===== config.mk =====
export PLATFORM = sky130hd
export DESIGN_NAME = sdram_frame_arbiter
export DESIGN_NICKNAME = d
export VERILOG_FILES = /design/src/rtl/frame_arb_pkg.sv /design/src/rtl/frame_offset_ctr.sv /design/src/rtl/sdram_frame_arbiter.sv
export SDC_FILE = /design/constraint.sdc
export NUM_CORES = 1
export LEC_CHECK = 0
export ABC_AREA = 1
export CAP_MARGIN = 20
export CORE_MARGIN = 4
export CORE_UTILIZATION = 44
export CTS_CLUSTER_SIZE = 16
export DETAILED_ROUTE_END_ITERATION = 12
export DONT_BUFFER_PORTS = 1
export GPL_ROUTABILITY_DRIVEN = 0
export GPL_TIMING_DRIVEN = 0
export MAX_ROUTING_LAYER = met4
export PLACE_DENSITY = 0.59
export RECOVER_POWER = 50
export SYNTH_ARGS = -nofsm -noshare
export SYNTH_HDL_FRONTEND = slang
export SYNTH_SLANG_ARGS = --single-unit

===== constraint.sdc =====
create_clock -name clk -period 4.5 [get_ports clk]
set_input_delay 1.125 -clock clk [delete_from_list [all_inputs] [get_ports clk]]
set_output_delay 1.125 -clock clk [all_outputs]
set_load 0.03 [all_outputs]

===== src/rtl/frame_arb_pkg.sv =====
// Shared definitions for the SDRAM frame arbiter and the camera/VGA address logic.
package frame_arb_pkg;

  typedef enum logic [1:0] {
    ST_IDLE  = 2'd0,
    ST_ISSUE = 2'd1,
    ST_BUSY  = 2'd2
  } arb_state_e;

  // 640x480 frame of 16-bit words, moved in 8-word bursts.
  localparam int unsigned FRAME_WORDS_DFLT = 307200;
  localparam int unsigned BURST_LEN_DFLT   = 8;

endpackage


===== src/rtl/frame_offset_ctr.sv =====
// Per-channel burst offset within a frame buffer, with a frame-start request
// that is held pending until the arbiter reaches a point where it may be applied.
module frame_offset_ctr
  import frame_arb_pkg::*;
#(
  parameter int unsigned FRAME_WORDS = FRAME_WORDS_DFLT,
  parameter int unsigned BURST_LEN   = BURST_LEN_DFLT,
  parameter int unsigned OFF_W       = $clog2(FRAME_WORDS + 1)
) (
  input  logic             clk,
  input  logic             rst_n,
  input  logic             step,         // burst for this channel completed
  input  logic             frame_start,  // frame-start pulse for this channel
  input  logic             apply,        // arbiter may apply frame starts this cycle
  output logic [OFF_W-1:0] off_nxt,      // offset after this cycle's step/clear
  output logic             at_end,       // offset (after step) reached end of frame
  output logic             clear         // frame start takes effect this cycle
);

  logic [OFF_W-1:0] off_q, off_d, off_adv;
  logic             pend_q, pend_d;

  // Step first, then let an applied frame start override back to zero.
  always_comb begin
    off_adv = step ? (off_q + OFF_W'(BURST_LEN)) : off_q;
    clear   = apply & (pend_q | frame_start);
    at_end  = (off_adv == OFF_W'(FRAME_WORDS));
    off_d   = clear ? '0 : off_adv;
    pend_d  = apply ? 1'b0 : (pend_q | frame_start);
    off_nxt = off_d;
  end

  // Offset and pending-request registers.
  always_ff @(posedge clk or negedge rst_n) begin
    if (!rst_n) begin
      off_q  <= '0;
      pend_q <= 1'b0;
    end else begin
      off_q  <= off_d;
      pend_q <= pend_d;
    end
  end

endmodule


===== src/rtl/sdram_frame_arbiter.sv =====
// Arbitrates the SDRAM command port between camera writes and VGA reads and
// steers them into ping-pong frame buffers so display shows the last full frame.
module sdram_frame_arbiter
  import frame_arb_pkg::*;
#(
  parameter int unsigned BURST_LEN     = BURST_LEN_DFLT,
  parameter int unsigned FRAME_WORDS   = FRAME_WORDS_DFLT,
  parameter int unsigned ADDR_W        = 24,
  parameter int unsigned LVL_W         = 10,
  parameter int unsigned RD_FIFO_DEPTH = 512,
  parameter int unsigned RD_LOW_WM     = 128
) (
  input  logic              clk,
  input  logic              rst_n,
  input  logic [LVL_W-1:0]  wr_lvl,
  input  logic              wr_frame_start,
  input  logic [LVL_W-1:0]  rd_lvl,
  input  logic              rd_frame_start,
  output logic              cmd_valid,
  input  logic              cmd_ready,
  output logic              cmd_write,
  output logic [ADDR_W-1:0] cmd_addr,
  input  logic              cmd_done,
  output logic              wbuf,
  output logic              rbuf,
  output logic              frame_ready
);

  localparam int unsigned      OFF_W      = $clog2(FRAME_WORDS + 1);
  localparam logic [LVL_W-1:0] LVL_BURST  = LVL_W'(BURST_LEN);
  localparam logic [LVL_W-1:0] LVL_RD_MAX = LVL_W'(RD_FIFO_DEPTH - BURST_LEN);
  localparam logic [LVL_W-1:0] LVL_LOW    = LVL_W'(RD_LOW_WM);

  function automatic logic [ADDR_W-1:0] burst_addr(input logic b, input logic [OFF_W-1:0] off);
    return (b ? ADDR_W'(FRAME_WORDS) : '0) + ADDR_W'(off);
  endfunction

  arb_state_e        state_q, state_d;
  logic              cmd_valid_q, cmd_valid_d;
  logic              cmd_write_q, cmd_write_d;
  logic [ADDR_W-1:0] cmd_addr_q, cmd_addr_d;
  logic              wbuf_q, wbuf_d, rbuf_q, rbuf_d, rbuf_next_q, rbuf_next_d;
  logic              frame_ready_q, frame_ready_d, last_wr_q, last_wr_d;

  logic             done_evt, apply, wstep, rstep;
  logic [OFF_W-1:0] woff_nxt, roff_nxt;
  logic             wend, rend, wclr, rclr, swap;
  logic             wr_elig, rd_elig, rd_urgent, grant_wr;

  // Frame starts land in IDLE immediately, otherwise on the burst-completion cycle.
  assign done_evt = (state_q == ST_BUSY) & cmd_done;
  assign apply    = (state_q == ST_IDLE) | done_evt;
  assign wstep    = done_evt & cmd_write_q;
  assign rstep    = done_evt & ~cmd_write_q;

  frame_offset_ctr #(.FRAME_WORDS(FRAME_WORDS), .BURST_LEN(BURST_LEN), .OFF_W(OFF_W)) u_woff (
    .clk(clk), .rst_n(rst_n), .step(wstep), .frame_start(wr_frame_start),
    .apply(apply), .off_nxt(woff_nxt), .at_end(wend), .clear(wclr)
  );

  frame_offset_ctr #(.FRAME_WORDS(FRAME_WORDS), .BURST_LEN(BURST_LEN), .OFF_W(OFF_W)) u_roff (
    .clk(clk), .rst_n(rst_n), .step(rstep), .frame_start(rd_frame_start),
    .apply(apply), .off_nxt(roff_nxt), .at_end(rend), .clear(rclr)
  );

  // Buffer bookkeeping: a complete frame swaps buffers, and a read frame start
  // in the same cycle already sees the freshly completed buffer.
  always_comb begin
    swap          = wclr & wend;
    wbuf_d        = swap ? ~wbuf_q : wbuf_q;
    rbuf_next_d   = swap ? wbuf_q : rbuf_next_q;
    frame_ready_d = frame_ready_q | swap;
    rbuf_d        = rclr ? rbuf_next_d : rbuf_q;
  end

  // Eligibility is only consumed in IDLE, where no step is in progress, so a
  // channel is open when its offset is short of the end or is being cleared.
  assign wr_elig   = (wr_lvl >= LVL_BURST) & (wclr | ~wend);
  assign rd_elig   = frame_ready_d & (rclr | ~rend) & (rd_lvl <= LVL_RD_MAX);
  assign rd_urgent = rd_elig & (rd_lvl < LVL_LOW);
  assign grant_wr  = rd_urgent ? 1'b0 : ((wr_elig & rd_elig) ? ~last_wr_q : wr_elig);

  // Command FSM: grant in IDLE, offer in ISSUE, wait for completion in BUSY.
  always_comb begin
    state_d     = state_q;
    cmd_valid_d = cmd_valid_q;
    cmd_write_d = cmd_write_q;
    cmd_addr_d  = cmd_addr_q;
    last_wr_d   = last_wr_q;
    case (state_q)
      ST_IDLE: begin
        if (wr_elig | rd_elig) begin
          cmd_valid_d = 1'b1;
          cmd_write_d = grant_wr;
          cmd_addr_d  = grant_wr ? burst_addr(wbuf_d, woff_nxt) : burst_addr(rbuf_d, roff_nxt);
          state_d     = ST_ISSUE;
        end
      end
      ST_ISSUE: begin
        if (cmd_ready) begin
          cmd_valid_d = 1'b0;
          state_d     = ST_BUSY;
        end
      end
      ST_BUSY: begin
        if (cmd_done) begin
          last_wr_d = cmd_write_q;
          state_d   = ST_IDLE;
        end
      end
      default: begin
        cmd_valid_d = 1'b0;
        state_d     = ST_IDLE;
      end
    endcase
  end

  // State, command and buffer registers.
  always_ff @(posedge clk or negedge rst_n) begin
    if (!rst_n) begin
      state_q       <= ST_IDLE;
      cmd_valid_q   <= 1'b0;
      cmd_write_q   <= 1'b0;
      cmd_addr_q    <= '0;
      wbuf_q        <= 1'b0;
      rbuf_q        <= 1'b0;
      rbuf_next_q   <= 1'b0;
      frame_ready_q <= 1'b0;
      last_wr_q     <= 1'b0;
    end else begin
      state_q       <= state_d;
      cmd_valid_q   <= cmd_valid_d;
      cmd_write_q   <= cmd_write_d;
      cmd_addr_q    <= cmd_addr_d;
      wbuf_q        <= wbuf_d;
      rbuf_q        <= rbuf_d;
      rbuf_next_q   <= rbuf_next_d;
      frame_ready_q <= frame_ready_d;
      last_wr_q     <= last_wr_d;
    end
  end

  assign cmd_valid   = cmd_valid_q;
  assign cmd_write   = cmd_write_q;
  assign cmd_addr    = cmd_addr_q;
  assign wbuf        = wbuf_q;
  assign rbuf        = rbuf_q;
  assign frame_ready = frame_ready_q;

endmodule


==> key figures <==
Job
  • Max-cap violations: 0

Synth
  • Ys async rst share: 1.000
  • Sequential cell area fraction in the yosys report: 0.4089
  • Post-synthesis mux area share: 0.002370
  • Post-synthesis adder-cell area fraction: 0.03319
  • Netlist cell types: 40
  • Cell area after synthesis: 4223 um2
  • Synth Area in Simple Gates: 0.3330
  • Synth Warn #: 0
  • Largest family of logic cells by synthesized area: simple AND/OR/NAND/NOR gates
  • Post-synth top flop: dfrtp_1
  • Cells after Synth: 576
  • Complex-gate fraction of the synthesized area: 0.08148
  • Mean post-synth cell area: 7.331 um2
  • Number of synthesized flops with an enable pin: 0
  • Yosys reg bits: 69
  • Post-Synth XOR/XNOR Area: 0.04148

Setup path
  • Critical path's top delay family: compound AO/OA/AOI/OAI gates
  • Slowest stage cell, crit path: a21oi_1
  • Worst EP required: 4.75 ns
  • CP Class: input port to register
  • Critical-path cell list: nand3_1 > inv_1 > nor2_1 > a21oi_1 > clkbuf_1 > nand2_1 > nand2_1 > ha_1 > inv_1 > fa_1 > o21ai_1 > nand3_1 > xor2_1 > a21oi_1 > nand2_1 > nand2_1
  • Crit start category: input port
  • Arrival time of the worst setup path: 4.42 ns
  • Setup crit end kind: register
  • Most used cell along the critical path: nand2_1
  • CP max FO: 10
  • Max incr delay on CP: 0.69 ns
  • Buffers plus inverters on the worst setup path: 3

Clock tree
  • Num CTS Buffers: 9
  • Clock transition at path regs: 0.08 ns
  • Post-CTS Resized: 0
  • Htree depth: 3
  • Cts hold-fix bufs: 0
  • CTS Sinks: 69
  • Clock Latency Late Sink: 0.35 ns
  • Deepest clock path buffer count: 2
  • CTS tree: done
  • Setup Buffers After CTS: 0
  • CTS Root Cell: clkbuf_8

Global routing
  • First-pass GRT wire length: 17.36 mm
  • Number of global-route vias before repair: 3614
  • GRT Total Usage: 0.2009
  • Initial antenna violation count: 0
  • Largest net degree at the start of global routing: 70
  • Total congestion overflow: 0

Timing
  • Number of hold violations in the final report: 0
  • Final Slew Violations: 0
  • Post-layout min period: 4.173 ns
  • Final setup fails: 0
  • Worst-Margin Slew: 0.8734 ns
  • Fmax: 0.2396 GHz
  • Hold WS: 0.4667 ns
  • Max_slew headroom: 0.4177
  • Fin worst setup slack: 0.3267 ns
  • Final worst path period share: 0.9274
  • Layout Skew: 0.01343 ns
  • RSZ-0062 raised after global routing: false

Routing
  • Vias/cell: 5.058
  • Remaining antenna violation count after routing: 0
  • Vias after detailed routing: 3662
  • First-pass DRT Iterations: 5
  • # DRC: 0
  • DRT Wirelength: 10.52 mm
  • Initial drt markers: 196
  • WL/cell: 14.53 um

Floorplanning
  • IO Pins: 55
  • Rows: 35
  • Die H: 106.0 um
  • Core Box Area: 9284 um2
  • Starting Density: 0.4549
  • Die area: 11230 um2
  • Chip Width: 106.0 um

Cells and area
  • Nets@finish: 626
  • Share of cells above drive strength 1: 0.08571
  • Commonest non-fill, non-tap cell in the layout: nand2_1
  • Area Growth Syn to Fin: 8.059%
  • Ant diodes: 0
  • Post-route cell area: 4563 um2
  • Most frequent cells in the layout: nand2_1 (151), nor2_1 (85), inv_1 (70), dfrtp_1 (69), nand3_1 (32)
  • Final Non-Filler Cells: 724

Placement
  • Inst Count DP: 708
  • Pre-CTS setup slack: -0.02524 ns
  • DP Wirelength: 8.270 mm
  • Placement Cell Area: 4395 um2
  • Port bufs: 0

Power and ir drop
  • VDD IR-drop max: 0.2763 mV
  • Pwr per Cell Area: 512.5 nW/um2
  • Static Leak: 2.189 nW

Min path
  • Min-delay worst type: input port to async pin

Run status
  • Status: completed
[cell type report]
cell class / count / area (um2)
buffer: 18 / 142.6
clock buffer: 10 / 137.6
clock inverter: 6 / 38.79
fill: 977 / 4721
inverter: 73 / 274.0
multi-input combinational: 419 / 2082
sequential: 69 / 1727
tap: 129 / 161.4
[through the flow]
step / total power [mW] / setup TNS (ns) / util
2_1_floorplan: 1.653 / 0 / -
3_3_place_gp: 1.877 / 0 / 0.4735
3_5_place_dp: 1.898 / -0.02524 / 0.4735
4_1_cts: 2.360 / 0 / 0.4925
5_1_grt: 2.502 / 0 / 0.4915
6_report: 2.339 / 0 / 0.4915
[flip-flops by register name, summed over array words and instances (netlist names)]
| signal | count |
|---|---|
| cmd_addr | 20 |
| u_roff.off_q | 19 |
| u_woff.off_q | 19 |
| state_q | 2 |
| cmd_valid | 1 |
| cmd_write | 1 |
| frame_ready | 1 |
| last_wr_q | 1 |
| rbuf | 1 |
| rbuf_next_q | 1 |
| u_roff.pend_q | 1 |
| u_woff.pend_q | 1 |
| wbuf | 1 |
[worst paths after layout]
path	from	to	slack (ns)	cells past startpoint
worst max-delay path	cmd_done	cmd_addr[18]	0.33	16
worst max register to register	cmd_write	cmd_addr[18]	0.38	20
min in group clk	rbuf_next_q	rbuf_next_q	0.51	2
worst min register to register	rbuf_next_q	rbuf_next_q	0.51	2
max in group asynchronous	rst_n	u_roff.off_q[9]	3.93	0
worst min-delay path	rst_n	frame_ready	0.47	0
[metal layers]
layer  up-vias  part of all wire  global-route usage
met3        14             0.066             0.05404
met5         -                 0                   -
li1       1859                 -                   -
met4         0             0.016             0.05365
met2        96              0.46              0.3179
met1      1693              0.45              0.2570
[synthesized netlist by cell type, types with 2 or more instances]
| cell | number | area, um2 |
|---|---|---|
| xor2_1 | 15 | 131.4 |
| or2_2 | 2 | 12.51 |
| inv_2 | 3 | 11.26 |
| nor3_1 | 11 | 55.05 |
| nand4_1 | 22 | 137.6 |
| a31oi_1 | 4 | 25.02 |
| ha_1 | 8 | 100.1 |
| buf_4 | 7 | 52.55 |
| a21oi_1 | 18 | 90.09 |
| nor2_1 | 85 | 319.1 |
| nand2_4 | 2 | 22.52 |
| o21ai_0 | 13 | 65.06 |
| buf_2 | 3 | 15.01 |
| nor2_2 | 5 | 31.28 |
| nand3_1 | 31 | 155.2 |
| a21oi_2 | 2 | 17.52 |
| o21ai_1 | 20 | 100.1 |
| xnor2_1 | 5 | 43.79 |
| buf_6 | 6 | 67.56 |
| fa_1 | 2 | 40.04 |
| nand3_2 | 2 | 20.02 |
| nand2_2 | 2 | 12.51 |
| dfrtp_1 | 69 | 1727 |
| inv_1 | 70 | 262.8 |
| clkbuf_1 | 2 | 7.510 |
| nand3b_1 | 3 | 22.52 |
| nand2_1 | 151 | 566.8 |
[report_power, final]
group	internal (mW)	switching, mW	leakage, nW
Sequential	0.771	0.315	0.906
Clock	0.213	0.243	0.0880
Combinational	0.264	0.533	1.19
[logic make-up (layout without fill, tap and decap cells)]
| logic type | Yosys count | after routing |
|---|---|---|
| buffers and inverters | 91 | 107 |
| other | 1 | 4 |
| and+or+nand+nor | 321 | 321 |
| AOI/OAI and AO/OA | 63 | 63 |
| xor gates and xnor gates | 20 | 20 |
| muxes | 1 | 1 |
| DFF | 69 | 69 |
| adders and majority gates | 10 | 10 |
Power figures use the tool's default switching activity.
==> variant (config.mk and constraints unchanged) <==
The 3 states of `arb_state_e` get a one-hot encoding in 3 bits.
--- a/src/rtl/frame_arb_pkg.sv
+++ b/src/rtl/frame_arb_pkg.sv
@@ -1,10 +1,10 @@
 // Shared definitions for the SDRAM frame arbiter and the camera/VGA address logic.
 package frame_arb_pkg;
 
-  typedef enum logic [1:0] {
-    ST_IDLE  = 2'd0,
-    ST_ISSUE = 2'd1,
-    ST_BUSY  = 2'd2
+  typedef enum logic [2:0] {
+    ST_IDLE  = 3'b001,
+    ST_ISSUE = 3'b010,
+    ST_BUSY  = 3'b100
   } arb_state_e;
 
   // 640x480 frame of 16-bit words, moved in 8-word bursts.
Formal check against the unedited RTL: same outputs for any inputs over 10 cycles, from zero or initial values and one cycle with rst_n low; not proved beyond that.
==> variant against the unedited design <==
Clock power up 21%. Final area up 4.2%. Area after synthesis up 3.2%. Sequential cell count up 1. Routed wire length up 5.3%. Total power down 6.6%. Setup slack better by 0.35 ns. Combinational power down 9.9%. Sequential power down 16%. Critical path depth unchanged. Largest power group unchanged.
==> variant: results (changes against the unedited design) <==
status:
  outcome: "completed"
yosys:
  synth_compound_area_share_pct: 7.377  # -0.77 points
  synth_area_leaders: "dfrtp_1 (40%), nand2_1 (15%), nor2_1 (7.7%), inv_1 (7.6%), nand3_1 (5.6%)"
  synth-xor-area-share_pct: 2.813  # -1.3 points
  ys_seq_area_share_pct: 40.21  # -0.68 points
  synthFlopType: "dfrtp_1"
  synth_adder_area_share_pct: 2.468  # -0.85 points
  synthMuxAreaShare_pct: 0  # -0.24 points
  yosys.cell_types.count: 47  # +18%
  ys_top_cells_by_count: "nand2_1 (170), nor2_1 (89), inv_1 (88)"
global_routing:
  use_met1_pct: 28.18  # +2.5 points
  grt_pass1_wl_um: 18120  # +4.4%
  overflow: 0  # unchanged
  met3_usage_pct: 4.739  # -0.66 points
  grt_max_degree: 71  # +1.4%
  met2_usage_pct: 31.22  # -0.57 points
  grt_pass1_vias: 3689  # +2.1%
  grt_use_total_pct: 20.67  # +0.59 points
setup_path:
  reg2reg_depth: 16  # -20%
  r2r_slack_ns: 0.67  # +0.29 ns
  reg2reg_from: "state_q[0]"
  critPathMaxStageDelay_ns: 0.60  # -0.09 ns
  crit_path_top_delay_cell: "dfstp_1"
  cp.arrival_ns: 4.08  # -0.34 ns
  worstSetupPathType: "flop to flop"
timing:
  slew_headroom_pct: 61.50  # +20 points
  finalClockSkew_ns: 0.01229  # -0.001147 ns
layout:
  num-nets-final: 655  # +4.6%
  drive_above_1_share_pct: 9.265  # +0.69 points
  fillerInstances: 980  # +0.31%
drt:
  num_vias: 3773  # +3.0%
  dr.pass1.iters: 4  # -1
  drt-initial-drc-count: 223  # +14%
  drt_wl_total_um: 11080  # +5.3%
clocking:
  cts_max_level: 3  # unchanged
  path_clk_slew_ns: 0.08  # about the same
  numCtsBuffers: 9  # unchanged
power_and_ir_drop:
  netSwitchingFraction_pct: 42.37  # -4.3 points
  pwr-share-seq_pct: 41.8  # -4.6 points
  power_leakage_nw: 2.395  # +9.4%
  p_comb_mw: 0.719  # -9.9%
  vdd_ir_drop_max_uv: 289.1  # +4.7%
worst_hold_path:
  hp-class: "input pin to asynchronous set/reset pin"
place:
  dp_hpwl_um: 8549  # +3.4%
[variant: cell count changes in the layout (fill, tap and decap cells not counted), moves of 4 or more]
cell and delta:
nand3_1 +17, inv_1 +18, nand4_1 -9, a22oi_1 +4
nand2_1 +19, nor2_4 +4, o21ai_2 +4, a21oi_1 -4
o21ai_1 -19, nor2_1 +4, xor2_1 -4
[variant: worst min-delay path by stage]
stage	startpoint	to	slack, ns
floorplan	last_wr_q	last_wr_q	0.44
CTS	rst_n	u_roff.off_q[5]	0.46
global route	rst_n	u_woff.off_q[8]	0.44
finish	rst_n	cmd_addr[10]	0.47
detailed placement	u_woff.off_q[1]	u_woff.off_q[1]	0.50
global placement	u_woff.off_q[2]	u_woff.off_q[2]	0.50
[variant: worst max-delay path, delay by kind of cell, from the launching register on]
family | cells | cell delay [ns]
buffers and inverters | 6 | 1.12
and+or+nand+nor | 5 | 0.76
AOI/OAI and AO/OA | 3 | 0.75
DFF | 1 | 0.60
adders and majority gates | 1 | 0.32
xor gates and xnor gates | 1 | 0.19
[variant: layout make-up]
cell class	count	share of cell area, %
tap	133	3.498
clock buffer	14	3.840
clock inverter	2	0.7891
buffer	13	2.157
sequential	70	36.85
inverter	91	7.286
multi-input combinational	436	45.58
[variant: through the flow]
step	cell area, sq um	utilization, %	power, mW	setup WS (ns)	std cells
finish	4757	48.89	2.183	0.6731	759
global route	4757	48.89	2.319	0.4443	759
CTS	4757	48.89	2.201	0.7555	759
detailed placement	4537	46.63	1.639	0.4383	743
global placement	4537	46.63	1.629	0.4553	743
floorplan	4370	-	1.430	1.047	610
[variant: routing by layer]
metal / up-vias / share of wire (%)
li1: 1935 / -
met1: 1746 / 48
met2: 84 / 46
met3: 8 / 5.5
met4: 0 / 0.80
met5: - / 0
